`src/rtl/sdio_spi_master_if.sv`:
```
// 68SEC000 register-cycle bus between the SDIO Z2 decoder and the SD SPI master.
interface sdio_spi_master_if;
    logic       SDIO_SEL;
    logic       AS_n;
    logic       DS_n;
    logic       RW_n;
    logic [1:0] A;
    logic [7:0] D_IN;
    logic [7:0] D_OUT;
    logic       D_OE;
    logic       DTACK_n;

    modport master (output SDIO_SEL, AS_n, DS_n, RW_n, A, D_IN,
                    input  D_OUT, D_OE, DTACK_n);
    modport slave  (input  SDIO_SEL, AS_n, DS_n, RW_n, A, D_IN,
                    output D_OUT, D_OE, DTACK_n);
endinterface

```
`src/rtl/sdio_spi_master.sv`:
```
// SD card SPI master (mode 0) behind the SDIO Z2 decoder; bus and SPI FSMs both run on C100M.
// Define SDIO_AUTOREAD_EN to enable CONTROL.autoread streaming DATA reads.
module sdio_spi_master #(
    parameter int SLOW_DIV    = 125,
    parameter int FAST_DIV    = 2,
    parameter int SYNC_STAGES = 2
) (
    input  logic             C100M,
    input  logic             RESET,
    sdio_spi_master_if.slave cpu,
    output logic             SD_CS_n,
    output logic             SD_SCK,
    output logic             SD_MOSI,
    input  logic             SD_MISO,
    input  logic             SD_CD_n
);
`ifdef SDIO_AUTOREAD_EN
    localparam logic AUTOREAD = 1'b1;
`else
    localparam logic AUTOREAD = 1'b0;
`endif
    localparam logic [7:0] SLOW_HD = 8'(SLOW_DIV);
    localparam logic [7:0] FAST_HD = 8'(FAST_DIV);

    localparam logic [1:0] B_IDLE   = 2'd0;
    localparam logic [1:0] B_DECODE = 2'd1;
    localparam logic [1:0] B_ACK    = 2'd2;

    localparam logic [1:0] S_IDLE  = 2'd0;
    localparam logic [1:0] S_SHIFT = 2'd1;
    localparam logic [1:0] S_DONE  = 2'd2;

    localparam logic [1:0] R_DATA    = 2'd0;
    localparam logic [1:0] R_STATUS  = 2'd1;
    localparam logic [1:0] R_CONTROL = 2'd2;

    logic [SYNC_STAGES-1:0] as_sync, ds_sync, sel_sync, miso_sync, cd_sync;
    logic as_s, ds_s, sel_s, miso_s, cd_s;

    logic [1:0] bstate, sstate;
    logic       armed;
    logic       dtack_n, d_oe;
    logic [7:0] d_out;
    logic       cs, fast, autord;
    logic [7:0] div_reg;

    logic       busy, sck, mosi, samp, rx_valid;
    logic [7:0] rx, sh, cnt, hdiv;
    logic [3:0] tog;

    logic       spi_done, busy_eff, dec_go, start, rx_clr;
    logic [7:0] rd_data, start_byte, eff_div, rx_post;

    // AS chain resets to "asserted" so a strobe held across reset must go high before it counts.
    always_ff @(posedge C100M) begin
        if (RESET) begin
            as_sync   <= '0;
            ds_sync   <= '1;
            sel_sync  <= '0;
            miso_sync <= '1;
            cd_sync   <= '1;
        end else begin
            as_sync   <= {as_sync[SYNC_STAGES-2:0], cpu.AS_n};
            ds_sync   <= {ds_sync[SYNC_STAGES-2:0], cpu.DS_n};
            sel_sync  <= {sel_sync[SYNC_STAGES-2:0], cpu.SDIO_SEL};
            miso_sync <= {miso_sync[SYNC_STAGES-2:0], SD_MISO};
            cd_sync   <= {cd_sync[SYNC_STAGES-2:0], SD_CD_n};
        end
    end

    assign as_s   = as_sync[SYNC_STAGES-1];
    assign ds_s   = ds_sync[SYNC_STAGES-1];
    assign sel_s  = sel_sync[SYNC_STAGES-1];
    assign miso_s = miso_sync[SYNC_STAGES-1];
    assign cd_s   = cd_sync[SYNC_STAGES-1];

    // A byte finishing this cycle frees the shifter for a waiting DATA access.
    assign spi_done   = (sstate == S_DONE);
    assign busy_eff   = busy & ~spi_done;
    assign dec_go     = (bstate == B_DECODE) && !((cpu.A == R_DATA) && busy_eff);
    assign rx_clr     = dec_go && cpu.RW_n && (cpu.A == R_DATA);
    assign start      = dec_go && (cpu.A == R_DATA) && (!cpu.RW_n || autord);
    assign start_byte = cpu.RW_n ? 8'hFF : cpu.D_IN;
    assign eff_div    = fast ? FAST_HD : div_reg;
    assign rx_post    = spi_done ? sh : rx;

    always_comb begin
        rd_data = div_reg;
        case (cpu.A)
            R_DATA:    rd_data = rx_post;
            R_STATUS:  rd_data = {5'b0, rx_valid | spi_done, ~cd_s, busy_eff};
            R_CONTROL: rd_data = {5'b0, autord, fast, cs};
            default:   rd_data = div_reg;
        endcase
    end

    always_ff @(posedge C100M) begin
        if (RESET) begin
            bstate  <= B_IDLE;
            armed   <= 1'b0;
            dtack_n <= 1'b1;
            d_oe    <= 1'b0;
            d_out   <= 8'h00;
            cs      <= 1'b0;
            fast    <= 1'b0;
            autord  <= 1'b0;
            div_reg <= SLOW_HD;
        end else begin
            case (bstate)
                B_IDLE: begin
                    if (as_s) armed <= 1'b1;
                    if (armed && sel_s && !as_s && !ds_s) begin
                        bstate <= B_DECODE;
                        armed  <= 1'b0;
                    end
                end
                B_DECODE: if (dec_go) begin
                    bstate <= B_ACK;
                    d_oe   <= cpu.RW_n;
                    if (cpu.RW_n) d_out <= rd_data;
                    else if (cpu.A == R_CONTROL) begin
                        cs     <= cpu.D_IN[0];
                        fast   <= cpu.D_IN[1];
                        autord <= cpu.D_IN[2] & AUTOREAD;
                    end else if (cpu.A == 2'd3)
                        div_reg <= (cpu.D_IN == 8'd0) ? 8'd1 : cpu.D_IN;
                end
                B_ACK: begin
                    // D_OUT/D_OE were set a cycle ago; DTACK follows.
                    if (as_s) begin
                        bstate  <= B_IDLE;
                        dtack_n <= 1'b1;
                        d_oe    <= 1'b0;
                    end else
                        dtack_n <= 1'b0;
                end
                default: bstate <= B_IDLE;
            endcase
        end
    end

    always_ff @(posedge C100M) begin
        if (RESET) begin
            sstate   <= S_IDLE;
            busy     <= 1'b0;
            sck      <= 1'b0;
            mosi     <= 1'b1;
            samp     <= 1'b0;
            rx       <= 8'hFF;
            rx_valid <= 1'b0;
            sh       <= 8'hFF;
            cnt      <= SLOW_HD;
            hdiv     <= SLOW_HD;
            tog      <= 4'd0;
        end else begin
            if (rx_clr) rx_valid <= 1'b0;
            case (sstate)
                S_SHIFT: begin
                    if (cnt == 8'd1) begin
                        cnt <= hdiv;
                        sck <= ~sck;
                        tog <= tog + 4'd1;
                        if (!sck) samp <= miso_s;
                        else begin
                            sh   <= {sh[6:0], samp};
                            mosi <= (tog == 4'd15) ? 1'b1 : sh[6];
                        end
                        if (tog == 4'd15) sstate <= S_DONE;
                    end else
                        cnt <= cnt - 8'd1;
                end
                S_DONE: begin
                    rx     <= sh;
                    busy   <= 1'b0;
                    mosi   <= 1'b1;
                    sstate <= S_IDLE;
                    if (!rx_clr) rx_valid <= 1'b1;
                end
                default: ;
            endcase
            // Divider is captured here, so register writes mid-byte wait for the next byte.
            if (start) begin
                sstate <= S_SHIFT;
                busy   <= 1'b1;
                sh     <= start_byte;
                mosi   <= start_byte[7];
                cnt    <= eff_div;
                hdiv   <= eff_div;
                tog    <= 4'd0;
                sck    <= 1'b0;
            end
        end
    end

    assign cpu.DTACK_n = dtack_n;
    assign cpu.D_OE    = d_oe;
    assign cpu.D_OUT   = d_out;
    assign SD_CS_n     = ~cs;
    assign SD_SCK      = sck;
    assign SD_MOSI     = mosi;

endmodule

```
`src/flat_wrapper.sv`:
```
// flat-port wrapper written by rule: the top's interface ports become plain ports
module sdio_spi_master_flat 
#(
    parameter int SLOW_DIV    = 125,
    parameter int FAST_DIV    = 2,
    parameter int SYNC_STAGES = 2
)
  (C100M, RESET, SD_CS_n, SD_SCK, SD_MOSI, SD_MISO, SD_CD_n, cpu_SDIO_SEL, cpu_AS_n, cpu_DS_n, cpu_RW_n, cpu_A, cpu_D_IN, cpu_D_OUT, cpu_D_OE, cpu_DTACK_n);
  sdio_spi_master_if cpu_i ();
  input  logic C100M;
  input  logic RESET;
  output logic SD_CS_n;
  output logic SD_SCK;
  output logic SD_MOSI;
  input  logic SD_MISO;
  input  logic SD_CD_n;
  input wire logic [$bits(cpu_i.SDIO_SEL)-1:0] cpu_SDIO_SEL;
  input wire logic [$bits(cpu_i.AS_n)-1:0] cpu_AS_n;
  input wire logic [$bits(cpu_i.DS_n)-1:0] cpu_DS_n;
  input wire logic [$bits(cpu_i.RW_n)-1:0] cpu_RW_n;
  input wire logic [$bits(cpu_i.A)-1:0] cpu_A;
  input wire logic [$bits(cpu_i.D_IN)-1:0] cpu_D_IN;
  output wire logic [$bits(cpu_i.D_OUT)-1:0] cpu_D_OUT;
  output wire logic [$bits(cpu_i.D_OE)-1:0] cpu_D_OE;
  output wire logic [$bits(cpu_i.DTACK_n)-1:0] cpu_DTACK_n;
  assign cpu_i.SDIO_SEL = cpu_SDIO_SEL;
  assign cpu_i.AS_n = cpu_AS_n;
  assign cpu_i.DS_n = cpu_DS_n;
  assign cpu_i.RW_n = cpu_RW_n;
  assign cpu_i.A = cpu_A;
  assign cpu_i.D_IN = cpu_D_IN;
  assign cpu_D_OUT = cpu_i.D_OUT;
  assign cpu_D_OE = cpu_i.D_OE;
  assign cpu_DTACK_n = cpu_i.DTACK_n;
  sdio_spi_master #(.SLOW_DIV(SLOW_DIV), .FAST_DIV(FAST_DIV), .SYNC_STAGES(SYNC_STAGES)) u_core (.C100M(C100M), .RESET(RESET), .cpu(cpu_i), .SD_CS_n(SD_CS_n), .SD_SCK(SD_SCK), .SD_MOSI(SD_MOSI), .SD_MISO(SD_MISO), .SD_CD_n(SD_CD_n));
endmodule
```
`config.mk`:
```
export PLATFORM = sky130hd
export DESIGN_NAME = sdio_spi_master_flat
export DESIGN_NICKNAME = d
export VERILOG_FILES = /design/src/rtl/sdio_spi_master_if.sv /design/src/rtl/sdio_spi_master.sv /design/src/flat_wrapper.sv
export SDC_FILE = /design/constraint.sdc
export NUM_CORES = 1
export LEC_CHECK = 0
export BUFFER_PORTS_ARGS = -buffer_cell sky130_fd_sc_hd__buf_4
export CORE_AREA = 3 3 79 81
export CTS_BUF_LIST = sky130_fd_sc_hd__clkbuf_8
export DETAILED_ROUTE_END_ITERATION = 16
export DIE_AREA = 0 0 82 84
export PLACE_DENSITY = 0.78
export SYNTH_ARGS = -nofsm -noshare
export SYNTH_HDL_FRONTEND = slang
export SYNTH_SLANG_ARGS = --single-unit
```
`constraint.sdc`:
```
create_clock -name C100M -period 4.8 [get_ports C100M]
set_clock_uncertainty 0.15 [all_clocks]
set_input_delay 0.96 -clock C100M [delete_from_list [all_inputs] [get_ports C100M]]
set_output_delay 0.96 -clock C100M [all_outputs]
set_load 0.01 [all_outputs]
```
==> key figures, run 1 <==
Die
  – Initial core utilization: 0.6150
  – Core area: 0.005540 sq mm
  – Die X: 82 um
  – Die height: 84 um
  – Rows: 27
  – DIE AREA: 0.006888 sq mm
  – # IOs: 31

Routing
  – Vias per cell: 6.245
  – DR iter-0 viols: 299
  – Via count: 2979
  – DRT Pass-1 Iters: 7
  – Final wirelength: 8.038 mm
  – WL/cell: 16.85 um
  – Residual DRC count: 0
  – Detail Route Antenna Nets: 0

Synthesis
  – Async S/R FF share, synth: 0
  – Post-Synthesis Cells: 383
  – Top-count cell post-synth: dfxtp_1
  – Register area share after synthesis: 0.4466
  – Syn Nets: 410
  – Yosys top cell area share: 0.4466
  – Most used DFF post-synth: dfxtp_1
  – Post-synth EDFFs: 0
  – Netlist Area Pre-Place: 0.003407 sq mm
  – Mean Syn Cell Area: 8.896 sq um
  – Synth cell types: 54
  – Number of synthesized register bits: 76
  – Synth area leader: dfxtp_1
  – Top post-synthesis cells by count: dfxtp_1 (76), nand2_1 (36), a21oi_1 (31), nor2_1 (31)
  – Synth warn: 0
  – Largest cells by area after synthesis: dfxtp_1 (45%), mux2i_1 (4.7%), a21oi_1 (4.6%)

Critical path
  – CP arrival: 2.81 ns
  – Worst r2r path cells: 6
  – Worst reg-to-reg setup slack: 2.09 ns
  – Kind of critical path: reg2reg
  – Worst-path fanout max: 17
  – Nature of the critical path startpoint: flip-flop
  – CP Capture Type: flip-flop
  – Worst R2R Start: u_core.sstate[0]
  – Critical Path RT: 4.90 ns
  – Critical R2R Capture: u_core.cpu.D_OUT[2]

CTS
  – Clk sinks: 76
  – # H-tree levels: 3
  – Clk buf depth: 2
  – Hold buffer count at CTS: 0
  – Worst-Skew Late Latency: 0.35 ns
  – Cts repair resizes: 0
  – Postcts setup bufs: 0
  – Num CTS Buffers: 9
  – CTS Root Cell: clkbuf_8
  – CTS tree: built
  – CTS clock-pin slew for the worst setup and hold paths: 0.08 ns

Power and ir drop
  – Max VDD drop: 0.2335 mV
  – Pwr dens: 321.4 mW/mm^2
  – Leakage: 1.498 nW

Timing
  – Final period util: 0.5641
  – Slew Limit Fails: 0
  – Worst slew pin tran: 1.005 ns
  – Post-layout minimum cycle time: 2.708 ns
  – Final hold vios: 0
  – Setup TNS: 0 ns
  – RSZ-0062 raised after global routing: no
  – Setup violations, final: 0
  – Slew headroom: 0.3278
  – Top achievable clock speed: 0.3693 GHz

Final layout
  – Area delta synth->final: 12.49%
  – Fill cells: 450
  – N_diodes: 0
  – Final net count: 427
  – Final non-filler cell total: 477
  – Layout cells sized above 1: 0.1506
  – Final core utilization: 0.6917
  – Post-route cell area: 0.003832 sq mm

Global route
  – Vias in the first global route: 2660
  – Largest net degree at the start of global routing: 56
  – Total track usage: 0.2448
  – Initial antenna violation count: 0
  – Overflow left after global routing: 0
  – First-pass GRT wire length: 13.17 mm

Outcome
  – Outcome: finished clean

Hold path
  – Worst Hold End: u_core.cd_sync[1]
  – WHS Path Cells: 1
  – Min-delay worst type: reg2reg
  – HP Start: u_core.cd_sync[0]

Placed design
  – HPWL after DPL: 5.322 mm
  – Placed cell area: 0.003621 sq mm
  – GP Congestion: 0.8523
  – Placed Cells: 461
  – IO Port Bufs: 30

Flow run
  – Max cap viols: 0
==> placed cells by master, fill, tap and decap left out, types with 3 or more instances in the layout <==
cell and n:
nand2_1 36, o211ai_1 9, nand2b_1 3, a311oi_1 5, nor3_1 19, nor2b_1 10
or2_2 6, a21oi_1 31, a31oi_1 12, clkbuf_8 11, buf_4 32, a211o_1 6
o21ai_0 12, a211oi_1 10, mux2i_1 16, nor2_1 31, nand3_1 5, dfxtp_1 76
ha_1 9, xnor2_1 6, a221o_1 5, inv_1 11, or3_1 3
==> logic make-up after synthesis <==
logic type | Yosys count | synth area share
multiplexers | 17 | 0.05031
AO/OA/AOI/OAI | 101 | 0.1976
XOR/XNOR | 7 | 0.01800
AND/OR/NAND/NOR | 136 | 0.2082
flip-flops | 76 | 0.4466
adder cells (fa/ha/maj) | 9 | 0.03305
buffers and inverters | 37 | 0.04627
==> per-stage QoR <==
| stage | power [mW] | hold WS, ns | worst slack (ns) |
|---|---|---|---|
| 3_3_place_gp | 0.7354 | 0.2425 | 1.807 |
| 6_report | 1.232 | 0.2644 | 2.092 |
| 2_1_floorplan | 0.7093 | 0.2395 | 2.224 |
| 5_1_grt | 1.271 | 0.2845 | 1.870 |
| 4_1_cts | 1.233 | 0.2668 | 2.098 |
| 3_5_place_dp | 0.7362 | 0.2475 | 1.814 |
==> worst max-delay path, stage by stage, from the launching register on <==
cell and delay [ns]:
dfxtp_1 0.34, inv_1 0.06, ha_1 0.68, nor4b_1 0.20
nor2_1 0.82, nor2_1 0.10, a211oi_1 0.27
==> routing by layer <==
| metal | vias to the layer above | part of all wire | global-route usage |
|---|---|---|---|
| met3 | 27 | 0.067 | 0.03888 |
| met4 | 0 | 0.022 | 0.08912 |
| met1 | 1398 | 0.44 | 0.3466 |
| met2 | 136 | 0.47 | 0.3718 |
| li1 | 1418 | - | - |
| met5 | - | 0 | 0 |
==> worst max path at each step <==
stage / to / slack (ns) / cells after the start / start
floorplan: u_core.sh[2] / 2.22 / 6 / cpu_RW_n
CTS: u_core.cpu.D_OUT[2] / 2.10 / 6 / u_core.sstate[0]
global placement: u_core.sstate[1] / 1.81 / 6 / RESET
detailed placement: u_core.sstate[1] / 1.81 / 6 / RESET
global route: u_core.cpu.D_OUT[1] / 1.87 / 6 / u_core.sstate[0]
finish: u_core.cpu.D_OUT[2] / 2.09 / 6 / u_core.sstate[0]
==> report_power, final <==
part / switching, mW / total [mW] / internal (mW) / leakage (nW)
Combinational: 0.0472 / 0.0797 / 0.0325 / 0.776
Clock: 0.240 / 0.509 / 0.269 / 0.106
Sequential: 0.00351 / 0.643 / 0.639 / 0.616
==> layout make-up <==
type	instances	area (sq um)	area share
timing repair buffer	32	240.2	0.06268
sequential	76	1521	0.3970
inverter	11	41.29	0.01077
tap	72	90.09	0.02351
multi-input combinational	270	1728	0.4509
clock buffer	11	151.4	0.03950
clock inverter	5	60.06	0.01567
Power figures use the tool's default switching activity.
==> run 2, diff against run 1 <==
- clock period: 4.8 -> 2.6 ns (I/O delays scaled with it)
==> run 2 against run 1 <==
Net effect: global-route usage up 0.74 points; clock power rose by 110%; design area increased by 3.0%; flip-flop and latch count unchanged; power rose by 96%; first-iteration DRC count shrank 12%; combinational power is 89% higher; sequential power is 85% higher; cell count is 2.1% higher; count of clock-buffer cells in the layout is 2 lower; non-clock buffer count rose by 10; sequential share of layout area fell by 1.2 points.
==> key figures, run 2 (synthesis gave the netlist of run 1 again) <==
Routing
  – Via count: 2969 (-0.34%)
  – WL/cell: 17.05 um (+1.2%)
  – Vias per cell: 6.097 (-2.4%)
  – Residual DRC count: 0 (unchanged)
  – DRT Pass-1 Iters: 5 (-2)
  – Detail Route Antenna Nets: 0 (unchanged)
  – DR iter-0 viols: 263 (-12%)
  – Final wirelength: 8.304 mm (+3.3%)

Power and ir drop
  – Clk pwr share: 0.446 (+0.033)
  – Max VDD drop: 0.4539 mV (+94%)
  – Pwr dens: 612.1 mW/mm^2 (+90%)
  – Internal power: 1.880 mW (+100%)
  – Comb pwr share: 0.063 (-0.002)
  – Reg power frac: 0.491 (-0.031)
  – Net switching power figure: 536.2 uW (+85%)
  – Sw Ratio: 0.2219 (-0.01390)
  – Leakage: 1.571 nW (+4.8%)

Final layout
  – N_diodes: 0 (unchanged)
  – Layout cells sized above 1: 0.1687 (+0.01806)
  – Fill cells: 453 (+0.67%)
  – Final net count: 437 (+2.3%)
  – Most common cell after layout, fill and taps aside: dfxtp_1
  – Commonest cells after routing, fill and taps aside: dfxtp_1 (76), buf_4 (41), nand2_1 (36)
  – Area delta synth->final: 15.86%

Critical path
  – Kind of critical path: reg2reg
  – Worst-path fanout max: 12 (-5)
  – Crit path max-delay family: simple AND/OR/NAND/NOR gates
  – CP Buf/Inv Count: 2 (+1)
  – Worst-path cell chain: inv_1, ha_1, or4b_1, nor3_1, buf_4, nand2_1, a311oi_1
  – Worst r2r path cells: 7 (+1)
  – Worst reg-to-reg setup slack: 0.33 ns (-1.76 ns)
  – Slowest CP cell: or4b_1
  – CP arrival: 2.39 ns (-0.42 ns)
  – CP Capture Type: flip-flop
  – Critical Path RT: 2.72 ns (-2.18 ns)
  – Worst R2R Start: u_core.bstate[1]
  – Critical R2R Capture: u_core.cnt[7]
  – Nature of the critical path startpoint: flip-flop
  – Slowest stage delay, CP: 0.59 ns (-0.23 ns)
  – Crit path launch: u_core.bstate[1]

Timing
  – Setup violations, final: 0 (unchanged)
  – Worst slew pin tran: 0.9565 ns (-0.04817 ns)
  – Final period util: 0.8736 (+0.3095)
  – Setup TNS: 0 ns (unchanged)
  – Final hold vios: 0 (unchanged)
  – Slew Limit Fails: 0 (unchanged)
  – Fin worst setup slack: 0.3286 ns (-1.764 ns)
  – Post-layout minimum cycle time: 2.271 ns (-0.4364 ns)
  – Slew headroom: 0.3600 (+0.03223)
  – Top achievable clock speed: 0.4403 GHz (+19%)
  – RSZ-0062 raised after global routing: no

Hold path
  – Min-delay worst type: in2reg
  – HP Start: cpu_DS_n
  – Worst Hold End: u_core.ds_sync[0]
  – WHS Path Cells: 2 (+1)

Global route
  – Largest net degree at the start of global routing: 30 (-46%)
  – Initial antenna violation count: 0 (unchanged)
  – First-pass GRT wire length: 13.43 mm (+1.9%)
  – Overflow left after global routing: 0 (unchanged)
  – Total track usage: 0.2522 (+0.007364)
  – Vias in the first global route: 2755 (+3.6%)

Outcome
  – Outcome: finished clean

CTS
  – CTS tree: built
  – Cts repair resizes: 0 (unchanged)
  – Clk buf depth: 2 (unchanged)
  – # H-tree levels: 3 (unchanged)
  – CTS Root Cell: clkbuf_8
  – Num CTS Buffers: 9 (unchanged)
  – Clk sinks: 76 (unchanged)
  – Worst-Skew Late Latency: 0.36 ns (about the same)
  – Hold buffer count at CTS: 0 (unchanged)
  – CTS clock-pin slew for the worst setup and hold paths: 0.08 ns (about the same)
  – Postcts setup bufs: 0 (unchanged)

Die
  – # IOs: 31 (unchanged)
  – Initial core utilization: 0.6150 (unchanged)
  – Rows: 27 (unchanged)
  – Core area: 0.005540 sq mm (unchanged)
  – Die X: 82 um (unchanged)
  – DIE AREA: 0.006888 sq mm (unchanged)
  – Die height: 84 um (unchanged)

Placed design
  – IO Port Bufs: 30 (unchanged)
  – Setup WS pre-CTS: 0.3250 ns (-1.489 ns)
  – HPWL after DPL: 5.670 mm (+6.5%)
  – GP Congestion: 0.8505 (-0.21%)

Flow run
  – Max cap viols: 0 (unchanged)
[run 2: cell types whose count changed in the layout (fill, tap and decap cells not counted)]
| cell | before | now |
|---|---|---|
| inv_1 | 11 | 12 |
| clkbuf_8 | 11 | 9 |
| clkinv_4 | 2 | 0 |
| bufinv_16 | 1 | 3 |
| buf_4 | 32 | 41 |
| inv_6 | 0 | 1 |
| buf_12 | 0 | 1 |
[run 2: per-stage QoR]
| step | utilization | power, mW | area (sq um) | hold WS, ns | instances |
|---|---|---|---|---|---|
| 2_1_floorplan | - | 1.310 | 3407 | 0.2395 | 383 |
| 3_3_place_gp | 0.6694 | 1.362 | 3709 | 0.2400 | 471 |
| 3_5_place_dp | 0.6694 | 1.366 | 3709 | 0.2423 | 471 |
| 4_1_cts | 0.7125 | 2.423 | 3948 | 0.1842 | 487 |
| 5_1_grt | 0.7125 | 2.504 | 3948 | 0.1791 | 487 |
| 6_report | 0.7125 | 2.416 | 3948 | 0.1917 | 487 |
[run 2: final cells by class]
| cell class | count | area, sq um | share of cell area |
|---|---|---|---|
| timing repair buffer | 42 | 327.8 | 0.08304 |
| multi-input combinational | 270 | 1728 | 0.4377 |
| tap | 72 | 90.09 | 0.02282 |
| clock inverter | 7 | 115.1 | 0.02916 |
| sequential | 76 | 1521 | 0.3854 |
| clock buffer | 9 | 123.9 | 0.03138 |
| inverter | 11 | 41.29 | 0.01046 |
[run 2: worst register-to-register path, cell delays in order (launching register included)]
cell	delay (ns)
dfxtp_1	0.34
inv_1	0.10
ha_1	0.28
or4b_1	0.59
nor3_1	0.18
buf_4	0.21
nand2_1	0.10
a311oi_1	0.24
[run 2: power groups by stage]
stage / registers [mW] / logic, mW / clock network, mW
finish: 1.19 / 0.151 / 1.08
global route: 1.19 / 0.168 / 1.15
CTS: 1.19 / 0.151 / 1.08
detailed placement: 1.21 / 0.151 / 0
global placement: 1.21 / 0.148 / 0
floorplan: 1.21 / 0.0971 / 0
[run 2: worst max-delay path by stage]
stage                                end  slack (ns)  cells past startpoint
after CTS                   u_core.sh[0]        0.33                      7
final                      u_core.cnt[7]        0.33                      7
after floorplan             u_core.sh[2]        0.45                      8
after global placement     u_core.cnt[7]        0.38                      6
after detailed placement  u_core.SD_MOSI        0.32                      5
after global routing        u_core.sh[0]        0.14                      7
[run 2: routing by layer]
metal  share of wire  track usage
met3           0.070      0.08315
met2            0.46       0.3762
met1            0.44       0.3329
met5               0            0
met4           0.029      0.09819
